<file path="config.mk">
export PLATFORM = sky130hd
export DESIGN_NAME = fractal_sync_tx
export DESIGN_NICKNAME = d
export VERILOG_FILES = /design/src/rtl/fractal_sync_tx.sv
export SDC_FILE = /design/constraint.sdc
export NUM_CORES = 1
export LEC_CHECK = 0
export ABC_AREA = 1
export CAP_MARGIN = 5
export CELL_PAD_IN_SITES_DETAIL_PLACEMENT = 2
export CELL_PAD_IN_SITES_GLOBAL_PLACEMENT = 2
export CORE_UTILIZATION = 29
export CTS_CLUSTER_SIZE = 16
export DETAILED_ROUTE_END_ITERATION = 7
export GPL_TIMING_DRIVEN = 0
export MAX_ROUTING_LAYER = met4
export PLACE_DENSITY = 0.85
export SETUP_SLACK_MARGIN = 0.5
export SLEW_MARGIN = 0
export SYNTH_ARGS = -nofsm -noshare
export SYNTH_HDL_FRONTEND = slang
export SYNTH_SLANG_ARGS = --single-unit
</file>
<file path="constraint.sdc">
create_clock -name clk_i -period 4.4 [get_ports clk_i]
set_clock_uncertainty 0.05 [all_clocks]
set_input_delay 1.1 -clock clk_i [delete_from_list [all_inputs] [get_ports clk_i]]
set_output_delay 1.1 -clock clk_i [all_outputs]
set_load 0.005 [all_outputs]
</file>
<file path="src/rtl/fractal_sync_tx.sv">
// fractal_sync_tx: initiator end of the fractal-sync barrier protocol.
// Takes one barrier request (level, id) from the core, issues a single check
// transfer to the synchronization node, waits for the matching wake and then
// answers the core with a completion or error response.
//
//   state | meaning
//   ------+-------------------------------------------------------------
//   IDLE  | ready for a new barrier request
//   ISSUE | check transfer presented to the node, waiting for net_ready_i
//   WAIT  | check accepted, waiting for matching wake (timeout running)
//   RESP  | response presented to the core, waiting for rsp_ready_i
module fractal_sync_tx #(
  parameter int unsigned  LVL_WIDTH      = 4,
  parameter int unsigned  ID_WIDTH       = 4,
  parameter int unsigned  TIMEOUT_CYCLES = 1024,
  parameter int unsigned  CNT_WIDTH      = 8,
  localparam int unsigned SIG_WIDTH      = LVL_WIDTH + ID_WIDTH
) (
  input  logic                 clk_i,
  input  logic                 rst_ni,
  input  logic                 req_valid_i,
  output logic                 req_ready_o,
  input  logic [LVL_WIDTH-1:0] req_level_i,
  input  logic [ID_WIDTH-1:0]  req_id_i,
  output logic                 rsp_valid_o,
  input  logic                 rsp_ready_i,
  output logic                 rsp_error_o,
  output logic [SIG_WIDTH-1:0] rsp_sig_o,
  output logic                 check_o,
  output logic [SIG_WIDTH-1:0] sig_o,
  output logic                 sig_valid_o,
  input  logic                 net_ready_i,
  input  logic                 wake_valid_i,
  input  logic [SIG_WIDTH-1:0] wake_sig_i,
  output logic                 busy_o,
  output logic [CNT_WIDTH-1:0] stray_cnt_o
);

  // Timeout counter only needs to reach TIMEOUT_CYCLES-1.
  localparam int unsigned    TO_W    = (TIMEOUT_CYCLES > 1) ? $clog2(TIMEOUT_CYCLES) : 1;
  localparam logic [TO_W-1:0] TO_LAST = TO_W'((TIMEOUT_CYCLES > 0) ? TIMEOUT_CYCLES - 1 : 0);
  localparam bit             TO_EN   = (TIMEOUT_CYCLES != 0);

  typedef enum logic [1:0] {
    IDLE  = 2'd0,
    ISSUE = 2'd1,
    WAIT  = 2'd2,
    RESP  = 2'd3
  } state_e;

  state_e               state_q;
  logic                 req_ready_q;
  logic                 check_q;
  logic                 sig_valid_q;
  logic                 rsp_valid_q;
  logic                 error_q;
  logic [SIG_WIDTH-1:0] sig_q;
  logic [TO_W-1:0]      to_cnt_q;
  logic [CNT_WIDTH-1:0] stray_q;

  logic req_fire;
  logic wake_match;
  logic transfer;
  logic wake_completes;

  assign req_fire   = req_valid_i & req_ready_q;
  assign wake_match = wake_valid_i & (wake_sig_i == sig_q);
  assign transfer   = (state_q == ISSUE) & net_ready_i;

  // A wake only completes a barrier when it matches in the transfer cycle or in WAIT.
  assign wake_completes = wake_match & (transfer | (state_q == WAIT));

  // Barrier sequencing; all core/node handshake outputs are registered here.
  always_ff @(posedge clk_i or negedge rst_ni) begin
    if (!rst_ni) begin
      state_q     <= IDLE;
      req_ready_q <= 1'b1;
      check_q     <= 1'b0;
      sig_valid_q <= 1'b0;
      rsp_valid_q <= 1'b0;
      error_q     <= 1'b0;
      sig_q       <= '0;
      to_cnt_q    <= '0;
    end else begin
      case (state_q)
        IDLE: begin
          if (req_fire) begin
            sig_q       <= {req_level_i, req_id_i};
            req_ready_q <= 1'b0;
            if (req_level_i == '0) begin
              // Level 0 is not a valid barrier: answer with an error, never touch the node.
              error_q     <= 1'b1;
              rsp_valid_q <= 1'b1;
              state_q     <= RESP;
            end else begin
              error_q     <= 1'b0;
              check_q     <= 1'b1;
              sig_valid_q <= 1'b1;
              state_q     <= ISSUE;
            end
          end
        end
        ISSUE: begin
          if (net_ready_i) begin
            check_q  <= 1'b0;
            to_cnt_q <= '0;
            if (wake_match) begin
              sig_valid_q <= 1'b0;
              rsp_valid_q <= 1'b1;
              error_q     <= 1'b0;
              state_q     <= RESP;
            end else begin
              state_q <= WAIT;
            end
          end
        end
        WAIT: begin
          if (wake_match) begin
            // A match in the expiry cycle still counts as a clean completion.
            sig_valid_q <= 1'b0;
            rsp_valid_q <= 1'b1;
            error_q     <= 1'b0;
            state_q     <= RESP;
          end else if (TO_EN && (to_cnt_q == TO_LAST)) begin
            sig_valid_q <= 1'b0;
            rsp_valid_q <= 1'b1;
            error_q     <= 1'b1;
            state_q     <= RESP;
          end else begin
            to_cnt_q <= to_cnt_q + 1'b1;
          end
        end
        RESP: begin
          if (rsp_ready_i) begin
            rsp_valid_q <= 1'b0;
            req_ready_q <= 1'b1;
            state_q     <= IDLE;
          end
        end
        default: begin
          state_q     <= IDLE;
          req_ready_q <= 1'b1;
          check_q     <= 1'b0;
          sig_valid_q <= 1'b0;
          rsp_valid_q <= 1'b0;
        end
      endcase
    end
  end

  // Saturating count of wakes that did not complete a barrier, at most +1 per cycle.
  always_ff @(posedge clk_i or negedge rst_ni) begin
    if (!rst_ni) begin
      stray_q <= '0;
    end else if (wake_valid_i && !wake_completes && (stray_q != '1)) begin
      stray_q <= stray_q + 1'b1;
    end
  end

  assign req_ready_o = req_ready_q;
  assign check_o     = check_q;
  assign sig_valid_o = sig_valid_q;
  assign sig_o       = sig_q;
  assign rsp_valid_o = rsp_valid_q;
  assign rsp_error_o = error_q;
  assign rsp_sig_o   = sig_q;
  assign busy_o      = (state_q != IDLE);
  assign stray_cnt_o = stray_q;

endmodule

</file>
==> impl_results.md <==
* CTS tree: done
* Worst path max stage delay at roughly 0.5 ns
* Nets at around 380
* Status: finished, final reports clean
* Top Layer Used: met4
* Hold crit path type: reg2reg
* Fmax at roughly 0.35 GHz
* Violation count after the first detailed-route iteration at 47
* Num rows at 30
* Filler cell count at roughly 840
* Die W at between 80 and 90 um
* Met3 Wirelength at between 150 and 200 um
* Sequential standard cell area at around 830 sq um
* Crit path launch type: flop
* Leak at between 1 and 1.5 nW
* Overall power at around 1.6 mW
* Arrival time at the worst endpoint at around 1.7 ns
* CTS H-Tree Depth at 2
* Pre-Repair DR Iteration Count at 4
* Finish-stage setup viols at 0
* Max Buffers Root-to-Sink at 2
* Initial Util at 30.51%
* Post-detail-place hpwl at 5.052 mm
* Final hold vios at 0
* Post-Syn Area at 2107 sq um
* Unrepaired setup endpoints after global routing: false
* Vias in the first global route at roughly 2.3k
* PD cells at around 570 nW/um^2
* Gpl congestion at 0.7668
* Crit-path slowest cell: clkdlybuf4s50_1
* DRT antenna net count at 0
* Die area at around 7600 sq um
* CP Max Fanout at 5
* CP cell instances: inv_1 -> ha_1 -> inv_1 -> clkdlybuf4s50_1
* Total Routed Length at between 6 and 7 mm
* Vias/cell at roughly 4.8
* Post-CTS setup buffer count at 0
* Most used cell along the critical path: inv_1
* Mapped Avg Cell Area at between 7 and 8 sq um
* Total core area at ~7000 sq um
* Setup Crit Path Kind: reg2out
* Period Utilization, post-route at between 60% and 70%
* Synthesis-stage register bit count at 33
* Layout cell share with drive strength beyond 1 at 10.00%
* Crit-path leading delay family: buffers and inverters
* CP required at between 3 and 4 ns
* Number of remaining DRC errors at 0
* PostCTS Resize Cnt at 0
* CTS Root Cell: clkbuf_8
* Clk Latency, worst-skew pair at 0.29 ns
* Number of hold buffers added after CTS at 0
* Netlist cell types at 30
* Met1 WL at 2.959 mm
* Sequential area share after synthesis at about two fifths
* CTS Sinks at 33
* Setup TNS at 0 ns
* CTS Buf Count at 5
* I/O pin count at 52
* Fin crit period at 2.886 ns
* Syn Inst Count at a little under 300
* Reg clk slew, reported paths at roughly 0.080 ns
* First-pass GRT wire length at 11.08 mm
* ANT cells at 0
* Largest net degree at the start of global routing at 34
* Initial antenna violation count at 0
* Actual slew at the worst max-slew pin at about 0.81 ns
* VDD IR max at between 200 and 250 uV
* Max-slew violations at 0
* Mapped Nets at ~320
* Max-cap violation count at 0
* Tot GR Track Use at between 10% and 20%
* CP bufs+invs at 3
* Total congestion overflow at 0
* WL met2 at between 3 and 4 mm
* Area of the multi-input gates at 1066 sq um
* Die height at 87.24 um
* CP Capture Type: primary output
* YS warnings at 0
* Via count at roughly 2.1k
* Relative slew slack at a little under half
* Area delta synth->final at 35.15%
* Buffers on Ports at 51
* Wirelength per Cell at approximately 15 um
-- layout make-up --
type,count,share of cell area [%]
well taps,96,4.218
clock buffers,5,2.417
flip-flops and latches,33,29.04
inverters,37,4.877
plain buffers,10,2.636
multi-input cells,211,37.43
clock inverters,3,1.626
repair buffers,51,17.75
-- logic make-up after synthesis --
| kind of cell | after synthesis | synth area share, % |
|---|---|---|
| AO/OA/AOI/OAI | 28 | 7.423 |
| XOR/XNOR | 11 | 4.573 |
| adder cells (fa/ha/maj) | 6 | 3.563 |
| buffers and inverters | 47 | 10.15 |
| flip-flops | 33 | 39.25 |
| AND/OR/NAND/NOR | 166 | 35.04 |
-- cell usage after synthesis (all sizes together) --
| cell | instances | area [sq um] |
|---|---|---|
| dfstp | 1 | 26.28 |
| nor3b | 1 | 12.51 |
| xnor2 | 2 | 17.52 |
| clkinv | 1 | 3.750 |
| a21boi | 1 | 11.26 |
| dfrtp | 32 | 800.8 |
| nor2 | 33 | 126.4 |
| xor2 | 9 | 78.83 |
| o21ai | 16 | 83.83 |
| inv | 36 | 135.1 |
| nand2 | 95 | 384.1 |
| nand3b | 2 | 15.01 |
| nor3 | 5 | 25.02 |
| a21oi | 10 | 53.80 |
| nand4 | 5 | 31.28 |
| buf | 9 | 71.32 |
| clkbuf | 1 | 3.750 |
| ha | 6 | 75.07 |
| nand3 | 22 | 125.1 |
| o211ai | 1 | 7.510 |
| and2 | 1 | 6.260 |
| or2 | 2 | 12.51 |
-- metal layers --
layer / global-route usage, % / vias up
met1: 22.61 / 1057
met4: 5.365 / 0
met5: - / -
li1: - / 1020
met3: 3.128 / 9
met2: 34.80 / 36
-- state kept, by name, summed over array words and instances, names as in the netlist --
register,count
stray_cnt_o,8
to_cnt_q,10
state_q,2
req_ready_o,1
rsp_valid_o,1
rsp_sig_o,8
sig_valid_o,1
check_o,1
rsp_error_o,1
-- worst reg2reg max path, cell delays in order (launching register included) --
cell and delay [ns]:
dfrtp_1 0.43, inv_1 0.09, ha_1 0.31, clkinv_1 0.21
nand2_1 0.10, a21oi_2 0.39, nand2_2 0.23, nand2_1 0.12
nand2_1 0.05
-- where the power goes --
group	leakage, nW	internal (mW)	switching, mW	total, mW
sequential	0.422	0.395	0.0950	0.490
combinational	0.904	0.415	0.414	0.829
clock	0.0543	0.170	0.136	0.306
-- path summary, 6_finish.rpt --
path / startpoint / to / depth (start not counted) / slack, ns
worst max-delay path: state_q[0]$_DFFE_PN0P_ / busy_o / 4 / 1.51
worst min-delay path: sig_valid_o$_DFFE_PN0P_ / sig_valid_o$_DFFE_PN0P_ / 2 / 0.43
worst max register to register: state_q[0]$_DFFE_PN0P_ / stray_cnt_o[1]$_DFFE_PN0P_ / 8 / 2.32
worst min register to register: sig_valid_o$_DFFE_PN0P_ / sig_valid_o$_DFFE_PN0P_ / 2 / 0.43
max in group asynchronous: rst_ni / rsp_sig_o[7]$_DFFE_PN0P_ / 1 / 2.95
min in group asynchronous: rst_ni / rsp_valid_o$_DFFE_PN0P_ / 1 / 0.83
-- layout by cell type, fill, tap and decap left out, drive strengths merged --
master	instances
clkinvlp	1
buf	10
xor2	9
dfrtp	32
and2	1
clkdlybuf4s50	50
nor3b	1
o21ai	16
ha	6
xnor2	2
bufinv	1
a21boi	1
nand2	95
or2	2
clkbuf	6
nand4	5
dfstp	1
nand3	22
nor2	33
nor3	5
o211ai	1
nand3b	2
inv	36
clkinv	2
a21oi	10
-- stage by stage --
stage | util [%] | area (sq um) | instances | hold WS [ns] | worst slack, ns
after floorplan | - | 2107 | 291 | 0.4136 | 2.244
after global placement | 39.64 | 2738 | 438 | 0.4088 | 1.312
after detailed placement | 39.57 | 2733 | 438 | 0.4160 | 1.404
after CTS | 41.23 | 2848 | 446 | 0.4352 | 1.490
after global routing | 41.23 | 2848 | 446 | 0.4607 | 1.394
final | 41.23 | 2848 | 446 | 0.4277 | 1.514
(Power assumes the default switching activity.)
